$ cat config.mk
export PLATFORM = sky130hd
export DESIGN_NAME = wd_bus_master
export DESIGN_NICKNAME = d
export VERILOG_FILES = /design/src/rtl/wd_bus_master.sv
export SDC_FILE = /design/constraint.sdc
export NUM_CORES = 1
export LEC_CHECK = 0
export CORE_MARGIN = 4
export CORE_UTILIZATION = 52
export DETAILED_ROUTE_END_ITERATION = 8
export HOLD_SLACK_MARGIN = 0.02
export PLACE_DENSITY = 0.89
export SLEW_MARGIN = 15
export SYNTH_ARGS = -nofsm -noshare
export SYNTH_HDL_FRONTEND = slang
export SYNTH_SLANG_ARGS = --single-unit
export TNS_END_PERCENT = 5
$ cat constraint.sdc
create_clock -name CLK -period 3 [get_ports CLK]
set_input_delay 0.75 -clock CLK [delete_from_list [all_inputs] [get_ports CLK]]
set_output_delay 0.75 -clock CLK [all_outputs]
set_load 0.005 [all_outputs]
$ cat src/rtl/wd_bus_master.sv
// wd_bus_master: bus-side initiator that writes the watchdog's registers.
// Emits two-beat (key, addr/data) writes plus a gap cycle on ABUS/DBUS.
//
// Ports:
//   CLK, RST        clock (rising edge), asynchronous active-high reset
//   START           one-cycle pulse, starts config+init+service (IDLE only)
//   STOP            level, ends the sequence at the next WAIT/gap cycle
//   CFG[2:0]        config word {RST_LMT, SWLEN, FWLEN}, latched at START
//   SRV_PERIOD      WAIT cycles between service writes, latched at START
//   WDFAIL          watchdog failure flag, forces FAILED until RST
//   RSTOUT          watchdog reset output, observed only
//   ABUS[1:0]       watchdog address bus (registered)
//   DBUS[15:0]      watchdog data bus (registered)
//   BUSY            high outside IDLE and FAILED
//   FAIL_SEEN       sticky WDFAIL indication, cleared by RST only
//   SRV_CNT[7:0]    completed service writes, wraps 255->0
module wd_bus_master #(
    parameter logic [15:0] KEY       = 16'hA5C3,
    parameter logic [15:0] IDLE_WORD = 16'h0000,
    parameter int unsigned PER_W     = 16
) (
    input  logic             CLK,
    input  logic             RST,
    input  logic             START,
    input  logic             STOP,
    input  logic [2:0]       CFG,
    input  logic [PER_W-1:0] SRV_PERIOD,
    input  logic             WDFAIL,
    input  logic             RSTOUT,
    output logic [1:0]       ABUS,
    output logic [15:0]      DBUS,
    output logic             BUSY,
    output logic             FAIL_SEEN,
    output logic [7:0]       SRV_CNT
);

    typedef enum logic [3:0] {
        S_IDLE   = 4'd0,
        S_CFG_K  = 4'd1,
        S_CFG_D  = 4'd2,
        S_CFG_G  = 4'd3,
        S_INIT_K = 4'd4,
        S_INIT_D = 4'd5,
        S_INIT_G = 4'd6,
        S_WAIT   = 4'd7,
        S_SRV_K  = 4'd8,
        S_SRV_D  = 4'd9,
        S_SRV_G  = 4'd10,
        S_FAILED = 4'd11
    } state_t;

    localparam logic [1:0]       ADDR_CFG  = 2'b00;
    localparam logic [1:0]       ADDR_SRV  = 2'b01;
    localparam logic [1:0]       ADDR_INIT = 2'b11;
    localparam logic [15:0]      DATA_ONE  = 16'h0001;
    localparam logic [PER_W-1:0] PER_ONE   = PER_W'(1);

    state_t           state_q, state_d;
    logic [2:0]       cfg_q, cfg_d;
    logic [PER_W-1:0] per_q, per_d;
    logic [PER_W-1:0] cnt_q, cnt_d;
    logic [PER_W-1:0] per_eff;
    logic [1:0]       abus_q, abus_d;
    logic [15:0]      dbus_q, dbus_d;
    logic             busy_q, busy_d;
    logic             fail_seen_q, fail_seen_d;
    logic [7:0]       srv_cnt_q, srv_cnt_d;

    // RSTOUT is part of the watchdog handshake but carries no action here.
    logic unused_rstout;
    assign unused_rstout = RSTOUT;

    // A zero period behaves as one WAIT cycle.
    assign per_eff = (per_q == '0) ? PER_ONE : per_q;

    // Next-state logic. WDFAIL overrides everything, which also drops the
    // data beat that would otherwise follow a key beat.
    always_comb begin
        state_d     = state_q;
        cfg_d       = cfg_q;
        per_d       = per_q;
        cnt_d       = cnt_q;
        srv_cnt_d   = srv_cnt_q;
        fail_seen_d = fail_seen_q | WDFAIL;

        // The service write completed on the data beat; the gap closes it.
        if (state_q == S_SRV_G) begin
            srv_cnt_d = srv_cnt_q + 8'd1;
        end

        if (WDFAIL) begin
            state_d = S_FAILED;
        end else begin
            case (state_q)
                S_IDLE: begin
                    if (START && !STOP) begin
                        state_d = S_CFG_K;
                        cfg_d   = CFG;
                        per_d   = SRV_PERIOD;
                    end
                end
                S_CFG_K:  state_d = S_CFG_D;
                S_CFG_D:  state_d = S_CFG_G;
                S_CFG_G:  state_d = STOP ? S_IDLE : S_INIT_K;
                S_INIT_K: state_d = S_INIT_D;
                S_INIT_D: state_d = S_INIT_G;
                S_INIT_G: begin
                    if (STOP) begin
                        state_d = S_IDLE;
                    end else begin
                        state_d = S_WAIT;
                        cnt_d   = per_eff;
                    end
                end
                S_WAIT: begin
                    if (STOP) begin
                        state_d = S_IDLE;
                    end else if (cnt_q <= PER_ONE) begin
                        state_d = S_SRV_K;
                        cnt_d   = '0;
                    end else begin
                        cnt_d = cnt_q - PER_ONE;
                    end
                end
                S_SRV_K:  state_d = S_SRV_D;
                S_SRV_D:  state_d = S_SRV_G;
                S_SRV_G: begin
                    if (STOP) begin
                        state_d = S_IDLE;
                    end else begin
                        state_d = S_WAIT;
                        cnt_d   = per_eff;
                    end
                end
                S_FAILED: state_d = S_FAILED;
                default:  state_d = S_IDLE;
            endcase
        end
    end

    // Bus outputs are decoded from the next state and registered, so the
    // bus always reflects the state occupied during that cycle.
    always_comb begin
        abus_d = ADDR_CFG;
        dbus_d = IDLE_WORD;
        busy_d = 1'b1;
        case (state_d)
            S_IDLE, S_FAILED: busy_d = 1'b0;
            S_CFG_K, S_INIT_K, S_SRV_K: dbus_d = KEY;
            S_CFG_D: dbus_d = {13'b0, cfg_d};
            S_INIT_D: begin
                abus_d = ADDR_INIT;
                dbus_d = DATA_ONE;
            end
            S_SRV_D: begin
                abus_d = ADDR_SRV;
                dbus_d = DATA_ONE;
            end
            default: begin
                abus_d = ADDR_CFG;
                dbus_d = IDLE_WORD;
            end
        endcase
    end

    always_ff @(posedge CLK or posedge RST) begin
        if (RST) begin
            state_q     <= S_IDLE;
            cfg_q       <= '0;
            per_q       <= '0;
            cnt_q       <= '0;
            abus_q      <= 2'b00;
            dbus_q      <= IDLE_WORD;
            busy_q      <= 1'b0;
            fail_seen_q <= 1'b0;
            srv_cnt_q   <= '0;
        end else begin
            state_q     <= state_d;
            cfg_q       <= cfg_d;
            per_q       <= per_d;
            cnt_q       <= cnt_d;
            abus_q      <= abus_d;
            dbus_q      <= dbus_d;
            busy_q      <= busy_d;
            fail_seen_q <= fail_seen_d;
            srv_cnt_q   <= srv_cnt_d;
        end
    end

    assign ABUS      = abus_q;
    assign DBUS      = dbus_q;
    assign BUSY      = busy_q;
    assign FAIL_SEEN = fail_seen_q;
    assign SRV_CNT   = srv_cnt_q;

endmodule

==> out/results.txt <==
Status: complete, no violations
Crit path launch type: register
Mux contribution to synthesized area: 8.271%
Fin Setup TNS: 0 ns
Comb power frac: 42.0%
Register area: 1376 µm²
Worst-skew pair later-pin latency: 0.31 ns
Drt wl/cell: 15.88 µm
Multi-input logic area: 1311 µm²
Worst path bufs/invs: 0
Post-route non-filler standard cell count: 394
Fill count: 403
Top Ports: 53
Total Wirelength: 6257 µm
Pin count of the biggest net entering global routing: 33
Yosys reg bits: 55
Worst Path Required: 3.20 ns
Top cells by area, synth: dfrtp_1 48%, mux2_2 7.9%, o21ai_0 5.6%, a21oi_1 3.2%, buf_4 3.2%
Yosys top cell area share: 48.39%
Final Hold Viols: 0
Leak pwr: 1.464 nW
VDD IR max: 0.4427 mV
Max-cap viol count: 0
Delay-heaviest family, CP: simple AND/OR/NAND/NOR gates
Arrival time worst endpoint: 2.99 ns
Synth Area in Adders: 1.320%
Clk slew on worst S/H paths: 0.10 ns
Synth Area in XOR/XNOR: 2.156%
Sequential area share after synthesis: 48.39%
Initial antenna violation count: 0
Hpwl dp: 4631 µm
# resized after CTS: 0
Number of global-route vias before repair: 2282
HP Class: reg2reg
Cts hold-fix bufs: 0
Reg2reg end: DBUS[13]$_DFF_PP0_
Max-slew violation count: 0
First-pass GRT wire length: 10560 µm
Synth unique cells: 54
Highest clock rate: 358.1 MHz
Crit-path cells: or4_1, or4_1, o31a_2, o21ai_2, and2b_2, o21a_1
Placed Cells: 386
Via density per instance: 5.860
Count of TritonRoute iterations in the first routing pass: 4
Num CTS Buffers: 5
Clock sinks: 55
Mapped Area: 2844 µm²
Switching Fraction: 37.95%
Overflow after GRT: 0
Die width: 81.96 µm
Layout cell share with drive strength beyond 1: 15.43%
Worst path most repeated cell: or4_1
HP Start: FAIL_SEEN$_DFF_PP0_
CTS root buf: clkbuf_8
Setup bufs post-CTS: 0
Crit. End Element: register
Internal power: 0.001579 W
Post-synthesis simple-gate area fraction: 16.32%
R2r worst-path depth: 6
Post-layout min period: 2.792 ns
Sw Pwr: 0.0009659 W
Die Y: 81.96 µm
GPL Wtd Cong: 0.8664
Hold Path Depth: 1
GR Util All Layers: 20.35%
RSZ-0062 raised after global routing: no
Worst-path fanout max: 7
Number of DRC markers after the initial detailed-route iteration: 187
Area Overhead vs Synth: 20.15%
Syn Area/Cell: 10.09 µm²
# H-tree levels: 2
Setup Crit Path Kind: reg2reg
Setup Skew: 0.01168 ns
Clock network fraction of total power: 16.1%
Final #Nets: 351
Number of inserted diodes: 0
Reg2reg setup slack: 0.21 ns
Sequential share of power: 42.0%
Placement Setup Slack: 0.1686 ns
Initial core utilization: 54.64%
Synth Area in Compound Gates: 17.11%
PD cells: 744.8 nW/µm²
CTS tree: done
Setup violations, final: 0
Clock tree buffer depth: 2
Final routed DRC violation total: 0
Max_slew headroom: 49.31%
Largest family of logic cells by synthesized area: compound AO/OA/AOI/OAI gates
Row cnt: 26
Synth area leader: dfrtp_1
Worst path max stage delay: 0.64 ns
YS warnings: 0
Hold Path End: FAIL_SEEN$_DFF_PP0_
I/O Buffers: 44
Final worst setup slack: 0.2076 ns
Reg-to-Reg Start: cnt_q[11]$_DFFE_PP0P_
ANT nets after route: 0
Core Box Area: 5205 µm²
Crit path max-delay cell type: or4_1
Slew @ Worst Pin: 0.7575 ns
Crit share post-route: 93.08%
Die area: 6717 µm²
Vias: 2309
Cell count after synthesis: 282
-- flip-flops by register name (all words and copies together) (netlist names) --
register	count
cnt_q	16
BUSY	1
FAIL_SEEN	1
per_q	16
DBUS	4
SRV_CNT	8
state_q	4
cfg_q	3
ABUS	2
-- per-stage QoR --
| step | utilization (%) | power, W | hold slack (ns) | instance area [µm²] |
|---|---|---|---|---|
| 6_report | 65.65 | 0.002545 | 0.4706 | 3417 |
| 4_1_cts | 65.65 | 0.002552 | 0.4728 | 3417 |
| 3_5_place_dp | 63.97 | 0.002141 | 0.4502 | 3329 |
| 3_3_place_gp | 63.97 | 0.002076 | 0.4465 | 3329 |
| 2_1_floorplan | - | 0.001750 | 0.4622 | 2867 |
| 5_1_grt | 65.65 | 0.002724 | 0.5076 | 3417 |
-- layout by cell type (no fill, tap or decap), types with 4 or more instances in the layout --
cell	count
clkdlybuf4s50_1	44
buf_4	7
a21oi_1	18
clkbuf_8	5
o21ai_0	32
a32oi_1	7
or2_2	4
nand2_1	10
xnor2_1	4
dfrtp_1	55
mux2_2	20
nand2b_1	4
conb_1	7
inv_1	10
nor3_1	6
nor4_1	8
nor2_1	18
-- power by group through the flow --
stage	Clock (W)	Sequential (W)	Combinational, W
floorplan	0	0.00102	0.000734
global placement	0	0.00107	0.00101
detailed placement	0	0.00108	0.00106
CTS	0.000420	0.00107	0.00107
global route	0.000447	0.00109	0.00118
finish	0.000409	0.00107	0.00107
-- synthesized netlist by cell type (all sizes together) --
master	number
nor2b	2
nor4	8
o21a	3
o22ai	3
and3b	1
and2	1
inv	11
dfrtp	55
o211ai	1
and4	2
a21oi	18
and2b	1
nand2	10
a32oi	7
nor3b	2
nor3	7
a41oi	1
clkbuf	10
a22oi	3
nand2b	6
and3	1
conb	1
o22a	1
o21ai	34
nand4	2
nand3b	1
ha	3
a211oi	1
o21bai	2
nand3	3
or4b	1
or3	2
xnor2	4
o311ai	2
mux2i	1
buf	14
nor2	19
or4	4
xor2	3
nor4b	2
or2	5
o31a	1
mux2	20
a31oi	3
-- metal layers --
layer  share of wire, %  global-route usage [%]  vias up  wire length (µm)
met5                  0                       0        -                 0
met4                2.7                   9.801        0               171
met3                6.6                   3.399       19               413
met2                 49                   33.68       91              3066
met1                 42                   25.83     1110              2606
li1                   -                       -     1089                 -
-- final cells by class --
| class | instances | area share, % |
|---|---|---|
| Timing Repair Buffer | 52 | 15.01 |
| Inverter | 11 | 1.208 |
| Clock inverter | 3 | 0.5492 |
| Multi-Input combinational cell | 198 | 38.37 |
| Clock buffer | 5 | 2.014 |
| Tap cell | 70 | 2.563 |
| Sequential cell | 55 | 40.28 |
-- cells by family after synthesis --
family / count (synthesis)
AO/OA/AOI/OAI: 80
AND/OR/NAND/NOR: 80
flip-flops: 55
buffers and inverters: 35
multiplexers: 21
XOR/XNOR: 7
adder cells (fa/ha/maj): 3
other: 1
-- worst max path at each step --
stage / from / end / slack, ns / depth (start not counted)
floorplan: cnt_q[11]$_DFFE_PP0P_ / DBUS[1]$_DFF_PP0_ / 0.43 / 7
global route: cnt_q[11]$_DFFE_PP0P_ / DBUS[13]$_DFF_PP0_ / 0.13 / 6
detailed placement: STOP / DBUS[13]$_DFF_PP0_ / 0.17 / 6
finish: cnt_q[11]$_DFFE_PP0P_ / DBUS[13]$_DFF_PP0_ / 0.21 / 6
global placement: STOP / DBUS[13]$_DFF_PP0_ / 0.24 / 6
CTS: cnt_q[11]$_DFFE_PP0P_ / DBUS[13]$_DFF_PP0_ / 0.22 / 6
No activity file was read; power rests on OpenSTA's default activity.
